**src/rtl/pc_fetch_ctrl_if.sv**
```systemverilog
// Fetch-controller signal bundle: redirect/stall inputs, instruction-memory
// request/response channel and the buffered-instruction handshake to decode.
interface pc_fetch_ctrl_if;
    logic        io_redirect_valid;
    logic [31:0] io_redirect_target;
    logic        io_stall;
    logic        io_imem_req_valid;
    logic        io_imem_req_ready;
    logic [31:0] io_imem_req_addr;
    logic        io_imem_resp_valid;
    logic [31:0] io_imem_resp_data;
    logic        io_inst_valid;
    logic [31:0] io_inst;
    logic [31:0] io_inst_pc;
    logic        io_inst_ready;
    logic        io_misaligned;

    modport master (
        input  io_redirect_valid, io_redirect_target, io_stall,
        input  io_imem_req_ready, io_imem_resp_valid, io_imem_resp_data,
        input  io_inst_ready,
        output io_imem_req_valid, io_imem_req_addr,
        output io_inst_valid, io_inst, io_inst_pc, io_misaligned
    );

    modport slave (
        output io_redirect_valid, io_redirect_target, io_stall,
        output io_imem_req_ready, io_imem_resp_valid, io_imem_resp_data,
        output io_inst_ready,
        input  io_imem_req_valid, io_imem_req_addr,
        input  io_inst_valid, io_inst, io_inst_pc, io_misaligned
    );
endinterface

```
**src/rtl/pc_fetch_ctrl.sv**
```systemverilog
// Single-outstanding instruction fetch controller: issues fetches from pc,
// buffers one instruction for decode and handles redirects mid-flight.
module pc_fetch_ctrl #(
    parameter logic [31:0] RESET_VECTOR = 32'h0000_0000
) (
    input  logic            clock,
    input  logic            reset,
    pc_fetch_ctrl_if.master io
);

    typedef enum logic [1:0] {
        S_REQ,
        S_WAIT,
        S_HOLD
    } state_t;

    state_t      state, state_next;
    logic [31:0] pc, pc_next;
    logic [31:0] req_pc, req_pc_next;
    logic [31:0] inst_buf, inst_buf_next;
    logic        drop, drop_next;
    logic        misaligned;
    logic        req_valid;
    logic        accept;

    always_comb begin
        req_valid = (state == S_REQ) && !io.io_stall && !io.io_redirect_valid;
        accept    = req_valid && io.io_imem_req_ready;
    end

    assign io.io_imem_req_valid = req_valid;
    assign io.io_imem_req_addr  = pc;
    assign io.io_inst_valid     = (state == S_HOLD) && !io.io_redirect_valid;
    assign io.io_inst           = inst_buf;
    // req_pc is frozen while an instruction is buffered, so it names io_inst
    assign io.io_inst_pc        = req_pc;
    assign io.io_misaligned     = misaligned;

    always_comb begin
        state_next    = state;
        pc_next       = pc;
        req_pc_next   = req_pc;
        inst_buf_next = inst_buf;
        drop_next     = drop;

        if (io.io_redirect_valid)
            pc_next = {io.io_redirect_target[31:2], 2'b00};
        else if (accept)
            pc_next = pc + 32'd4;

        case (state)
            S_REQ: begin
                if (accept) begin
                    req_pc_next = pc;
                    state_next  = S_WAIT;
                end
            end
            S_WAIT: begin
                if (io.io_imem_resp_valid) begin
                    if (drop || io.io_redirect_valid) begin
                        drop_next  = 1'b0;
                        state_next = S_REQ;
                    end else begin
                        inst_buf_next = io.io_imem_resp_data;
                        state_next    = S_HOLD;
                    end
                end else if (io.io_redirect_valid) begin
                    drop_next = 1'b1;
                end
            end
            S_HOLD: begin
                if (io.io_redirect_valid || io.io_inst_ready)
                    state_next = S_REQ;
            end
            default: state_next = S_REQ;
        endcase
    end

    always_ff @(posedge clock or negedge reset) begin
        if (!reset) begin
            state      <= S_REQ;
            pc         <= RESET_VECTOR;
            req_pc     <= RESET_VECTOR;
            inst_buf   <= '0;
            drop       <= 1'b0;
            misaligned <= 1'b0;
        end else begin
            state      <= state_next;
            pc         <= pc_next;
            req_pc     <= req_pc_next;
            inst_buf   <= inst_buf_next;
            drop       <= drop_next;
            misaligned <= io.io_redirect_valid && (|io.io_redirect_target[1:0]);
        end
    end

endmodule

```
**src/flat_wrapper.sv**
```systemverilog
// flat-port wrapper written by rule: the top's interface ports become plain ports
module pc_fetch_ctrl_flat 
#(
    parameter logic [31:0] RESET_VECTOR = 32'h0000_0000
)
  (clock, reset, io_io_redirect_valid, io_io_redirect_target, io_io_stall, io_io_imem_req_ready, io_io_imem_resp_valid, io_io_imem_resp_data, io_io_inst_ready, io_io_imem_req_valid, io_io_imem_req_addr, io_io_inst_valid, io_io_inst, io_io_inst_pc, io_io_misaligned);
  pc_fetch_ctrl_if io_i ();
  input  logic clock;
  input  logic reset;
  input wire logic [$bits(io_i.io_redirect_valid)-1:0] io_io_redirect_valid;
  input wire logic [$bits(io_i.io_redirect_target)-1:0] io_io_redirect_target;
  input wire logic [$bits(io_i.io_stall)-1:0] io_io_stall;
  input wire logic [$bits(io_i.io_imem_req_ready)-1:0] io_io_imem_req_ready;
  input wire logic [$bits(io_i.io_imem_resp_valid)-1:0] io_io_imem_resp_valid;
  input wire logic [$bits(io_i.io_imem_resp_data)-1:0] io_io_imem_resp_data;
  input wire logic [$bits(io_i.io_inst_ready)-1:0] io_io_inst_ready;
  output wire logic [$bits(io_i.io_imem_req_valid)-1:0] io_io_imem_req_valid;
  output wire logic [$bits(io_i.io_imem_req_addr)-1:0] io_io_imem_req_addr;
  output wire logic [$bits(io_i.io_inst_valid)-1:0] io_io_inst_valid;
  output wire logic [$bits(io_i.io_inst)-1:0] io_io_inst;
  output wire logic [$bits(io_i.io_inst_pc)-1:0] io_io_inst_pc;
  output wire logic [$bits(io_i.io_misaligned)-1:0] io_io_misaligned;
  assign io_i.io_redirect_valid = io_io_redirect_valid;
  assign io_i.io_redirect_target = io_io_redirect_target;
  assign io_i.io_stall = io_io_stall;
  assign io_i.io_imem_req_ready = io_io_imem_req_ready;
  assign io_i.io_imem_resp_valid = io_io_imem_resp_valid;
  assign io_i.io_imem_resp_data = io_io_imem_resp_data;
  assign io_i.io_inst_ready = io_io_inst_ready;
  assign io_io_imem_req_valid = io_i.io_imem_req_valid;
  assign io_io_imem_req_addr = io_i.io_imem_req_addr;
  assign io_io_inst_valid = io_i.io_inst_valid;
  assign io_io_inst = io_i.io_inst;
  assign io_io_inst_pc = io_i.io_inst_pc;
  assign io_io_misaligned = io_i.io_misaligned;
  pc_fetch_ctrl #(.RESET_VECTOR(RESET_VECTOR)) u_core (.clock(clock), .reset(reset), .io(io_i));
endmodule
```
**config.mk**
```make
export PLATFORM = sky130hd
export DESIGN_NAME = pc_fetch_ctrl_flat
export DESIGN_NICKNAME = d
export VERILOG_FILES = /design/src/rtl/pc_fetch_ctrl_if.sv /design/src/rtl/pc_fetch_ctrl.sv /design/src/flat_wrapper.sv
export SDC_FILE = /design/constraint.sdc
export NUM_CORES = 1
export LEC_CHECK = 0
export CAP_MARGIN = 20
export CORE_MARGIN = 8
export CORE_UTILIZATION = 44
export CTS_CLUSTER_DIAMETER = 40
export CTS_CLUSTER_SIZE = 24
export DETAILED_ROUTE_END_ITERATION = 10
export GPL_ROUTABILITY_DRIVEN = 0
export HOLD_SLACK_MARGIN = 0.06
export PLACE_DENSITY = 0.82
export SLEW_MARGIN = 20
export SYNTH_ARGS = -nofsm -noshare
export SYNTH_HDL_FRONTEND = slang
export SYNTH_SLANG_ARGS = --single-unit
```
**constraint.sdc**
```tcl
create_clock -name clock -period 2.9 [get_ports clock]
set_input_delay 0.87 -clock clock [delete_from_list [all_inputs] [get_ports clock]]
set_output_delay 0.87 -clock clock [all_outputs]
set_load 0.02 [all_outputs]
```
# Word level (Yosys, flattened, before mapping)
# Index checks and enable logic that the tools add are counted.
# word_totals
regBits	100
latch_bits	0
ram_bits	0
mem_bits_ro	0
input_bits	71
out_inout_bits	99
elab_cells	41
mem_count	0
# classes
addsub	1
multipliers	0
div_mod_pow	0
n_lt_le_gt_ge	0
eq_ne	6
shift	0
mux	10
bitwise_logic	1
n_reduce_logical	17
# op_table
operator	n
$mux 32	2
$add 32x3->32 const B	1
$reduce_and 3->1	3
$mux 2	4
$pmux 2 s3	1
$logic_and 1x1->1	5
$ne 2x1->1 const B	2
$ne 2x2->1 const B	2
$reduce_bool 2->1	2
$mux 1	3
$eq 2x1->1 const B	1
$eq 2x2->1 const B	1
$logic_not 1->1	2
$logic_not 2->1	1
$logic_or 1x1->1	2
$reduce_and 2->1	1
$reduce_or 2->1	1
$not 1->1	1

# Logic depth before layout (Yosys ltp)
# logic_depth
word_depth	6
mapped_depth	8
ltp_nobuf	6

# Worst setup path after synthesis
# Ideal clock, no wire load.
# synth_path
path_kind	input-to-output
from	input port io_io_redirect_valid
to	output port io_io_inst_valid
t_arrival_ps	1978
required_time_ps	2030
setup_slack_ps	52
stages	4
path_buffers	3
cell_sequence	clkbuf_1 -> clkbuf_1 -> clkbuf_1 -> nor3_1
# synth_via
elab_chain_cells	2
# synth_rtl
element	line	text
from (decl)	flat_wrapper.sv:10	input wire logic [$bits(io_i.io_redirect_valid)-1:0] io_io_redirect_valid;
$logic_not 1->1	pc_fetch_ctrl.sv:33	assign io.io_inst_valid = (state == S_HOLD) && !io.io_redirect_valid;
$logic_and 1x1->1	pc_fetch_ctrl.sv:33	
to (decl)	flat_wrapper.sv:19	output wire logic [$bits(io_i.io_inst_valid)-1:0] io_io_inst_valid;
# No other way between the ends.

# Worst setup path after layout
# Same ends and word-level chain as after synthesis.

==> results_dict.tcl <==
set metrics [dict create \
    min_period_over_period_pct 97.35 \
    routedWlPerCell_um 17.95 \
    critPathSlowestCell "clkdlybuf4s50_1" \
    path_clk_slew_ns 0.08 \
    ys_ff_latch 96 \
    synthArstFlopShare_pct 100.0 \
    worstPathRequired_ns 2.03 \
    pre_cts_ws_ns -0.2025 \
    start_kind "primary input" \
    rsz0062_at_grt "false" \
    clock-sinks 96 \
    fin_skew_ns 0.009238 \
    crit_arrival_ns 1.95 \
    syn_area_mm2 0.004378 \
    worstPathCellList "buf_2 -> buf_4 -> nor3_1 -> clkdlybuf4s50_1" \
    cts_buffer_depth 2 \
    first_iter_violations 300 \
    dpl.hpwl_um 9890 \
    finalSetupViolations 0 \
    wl_um 13240 \
    maxCapViolations 0 \
    critPathTopFamily "buffers and inverters" \
    vias 3926 \
    syn_avg_cell_area_um2 10.06 \
    endpoint_kind "output pin" \
    synth_cells 435 \
    antenna_found_initial 0 \
    fp.dieH_um 115.8 \
    first_global_vias 3952 \
    max_slew.worst_pin.slew_ns 0.6753 \
    fin_cells 738 \
    synth_edf_count 0 \
    dp_cells 723 \
    nNetsFinal 673 \
    status "finished, final reports clean" \
    final_cell_mix "162 x clkdlybuf4s50_1, 112 x nand2_1, 96 x dfrtp_1" \
    start_util_pct 45.00 \
    slew_headroom_pct 54.98 \
    dieArea_mm2 0.01340 \
    htree_levels 3 \
    synth_largest_area_cell "dfrtp_1" \
    post-route-min-period_ns 2.823 \
    maxSlewViolCount 0 \
    synth_flop_cell "dfrtp_1" \
    hold_violations 0 \
    numPortBuffers 165 \
    drt.antenna.violating_nets 0 \
    syn2layout_area_growth_pct 45.96 \
    grt_max_degree 52 \
    post-cts-setup-buffer-count 0 \
    root_buffer "clkbuf_8" \
    cts_tree "built" \
    via_per_inst 5.320 \
    cts_buffers 9 \
    p_leak_nw 2.763 \
    remaining_drc_errors 0 \
    min_path_type "flip-flop to flip-flop" \
    powerDensity_mw_per_mm2 698.7 \
    final_common_cell "clkdlybuf4s50_1" \
    grt-ovfl-total 0 \
    core-area_mm2 0.009729 \
    critPathMaxFanout 2 \
    yosys_warnings 0 \
    path_buf_inv 3 \
    critical_path_class "primary input to output pin" \
    slowest_delay_ns 0.64 \
    finalWorstSetupSlack_ns 0.07685 \
    antenna_cells 0 \
    track_usage_pct 19.76 \
    netlist_top_cells_area "dfrtp_1 55%, nand2_1 9.7%, mux2_2 8.2%" \
    seq_area_frac_synth_pct 54.87 \
    fmax_mhz 354.2 \
    design.portCount 170 \
    ir_drop_v 0.0004412 \
    fp.dieW_um 115.8 \
    drive_above_1_share_pct 10.91 \
    synth_top_area_share_pct 54.87 \
    drtPass1Iterations 5 \
    clk_latency_ns 0.36 \
    grt_pass1_wl_um 20590 \
    yosysUniqueCellTypes 48 \
    rows 36 \
]
==> sequential cells by signal (all words and copies together), names as in the netlist <==
register                    flops
u_core.io.io_imem_req_addr     30
u_core.drop                     1
u_core.io.io_inst_pc           30
u_core.io.io_inst              32
u_core.io.io_misaligned         1
u_core.state                    2
==> metrics by stage <==
step	setup TNS, ns	hold slack, ns	power (W)	util, %	cell area [um2]
floorplan	0	0.4842	0.002715	-	4389
global route	0	0.5021	0.004692	65.68	6390
detailed placement	-0.2025	0.4618	0.003704	63.90	6217
CTS	0	0.4830	0.004515	65.68	6390
finish	0	0.4781	0.004464	65.68	6390
global placement	-0.2087	0.4572	0.003649	63.90	6217
==> timing repair <==
action                     CTS  global route
setup endpoints to repair    1             0
gates resized for setup      1             0
hold buffers                 0             0
==> cell usage after synthesis (4+ instances only) <==
cell and n:
nor2b_1 6, nand3_1 13, o311ai_0 8, and4_1 6, a21o_1 5, clkbuf_1 17
a221o_1 6, a21oi_1 7, inv_1 9, nor3_1 10, nand2_1 113, nand4_1 6
buf_4 4, and3_1 5, nor2_1 14, mux2_2 32, buf_2 5, dfrtp_1 96
o21ai_0 22, nor4_1 7
==> area by class of cell <==
| class | count | area, um2 |
|---|---|---|
| inverter | 9 | 33.78 |
| clock buffer | 13 | 158.9 |
| timing repair buffer | 181 | 1788 |
| tap | 133 | 166.4 |
| fill | 779 | 3339 |
| clock inverter | 2 | 15.01 |
| sequential | 96 | 2402 |
| multi-input combinational | 304 | 1826 |
==> worst reg2reg max path: cells and delay by family, from the launching register on <==
kind | cells | cell delay [ns]
flip-flops | 1 | 0.46
multiplexers | 1 | 0.22
AO/OA/AOI/OAI | 1 | 0.14
AND/OR/NAND/NOR | 3 | 1.23
adder cells (fa/ha/maj) | 1 | 0.25
==> power by group <==
| group | total (W) | internal, W | switching [W] | leakage [nW] |
|---|---|---|---|---|
| combinational | 0.00174 | 0.000896 | 0.000842 | 1.49 |
| clock | 0.000808 | 0.000356 | 0.000452 | 0.0817 |
| sequential | 0.00192 | 0.00168 | 0.000239 | 1.19 |
| total | 0.00446 | 0.00293 | 0.00153 | 2.76 |
==> final timing paths <==
check	start	endpoint	slack, ns	depth (start not counted)
setup / recovery	io_io_redirect_valid	io_io_inst_valid	0.08	4
hold / removal	u_core.io.io_inst_pc[23]	u_core.io.io_inst_pc[23]	0.48	2
setup reg to reg	u_core.io.io_imem_req_addr[2]	u_core.io.io_imem_req_addr[26]	0.43	6
hold reg to reg	u_core.io.io_inst_pc[23]	u_core.io.io_inst_pc[23]	0.48	2
max in group asynchronous	reset	u_core.io.io_inst_pc[21]	1.69	2
min in group asynchronous	reset	u_core.io.io_inst_pc[16]	0.54	1
==> kinds of logic after synthesis <==
family	after synthesis	share of synthesized area [%]
simple gates	194	20.86
flops	96	54.87
compound gates	68	10.86
buf+inv	38	3.744
mux	34	8.688
xor+xnor	3	0.6003
fa+ha+maj	1	0.2858
other cells	1	0.08566
==> layer usage <==
| layer | up-vias | global-route usage, % | share of wire [%] | wire length (um) |
|---|---|---|---|---|
| met4 | 0 | 7.347 | 1.5 | 199 |
| li1 | 1848 | - | - | - |
| met1 | 1900 | 23.85 | 40 | 5240 |
| met2 | 163 | 33.29 | 50 | 6671 |
| met3 | 15 | 5.107 | 8.6 | 1133 |
| met5 | - | 0 | 0 | 0 |
No activity file was read; power rests on OpenSTA's default activity.
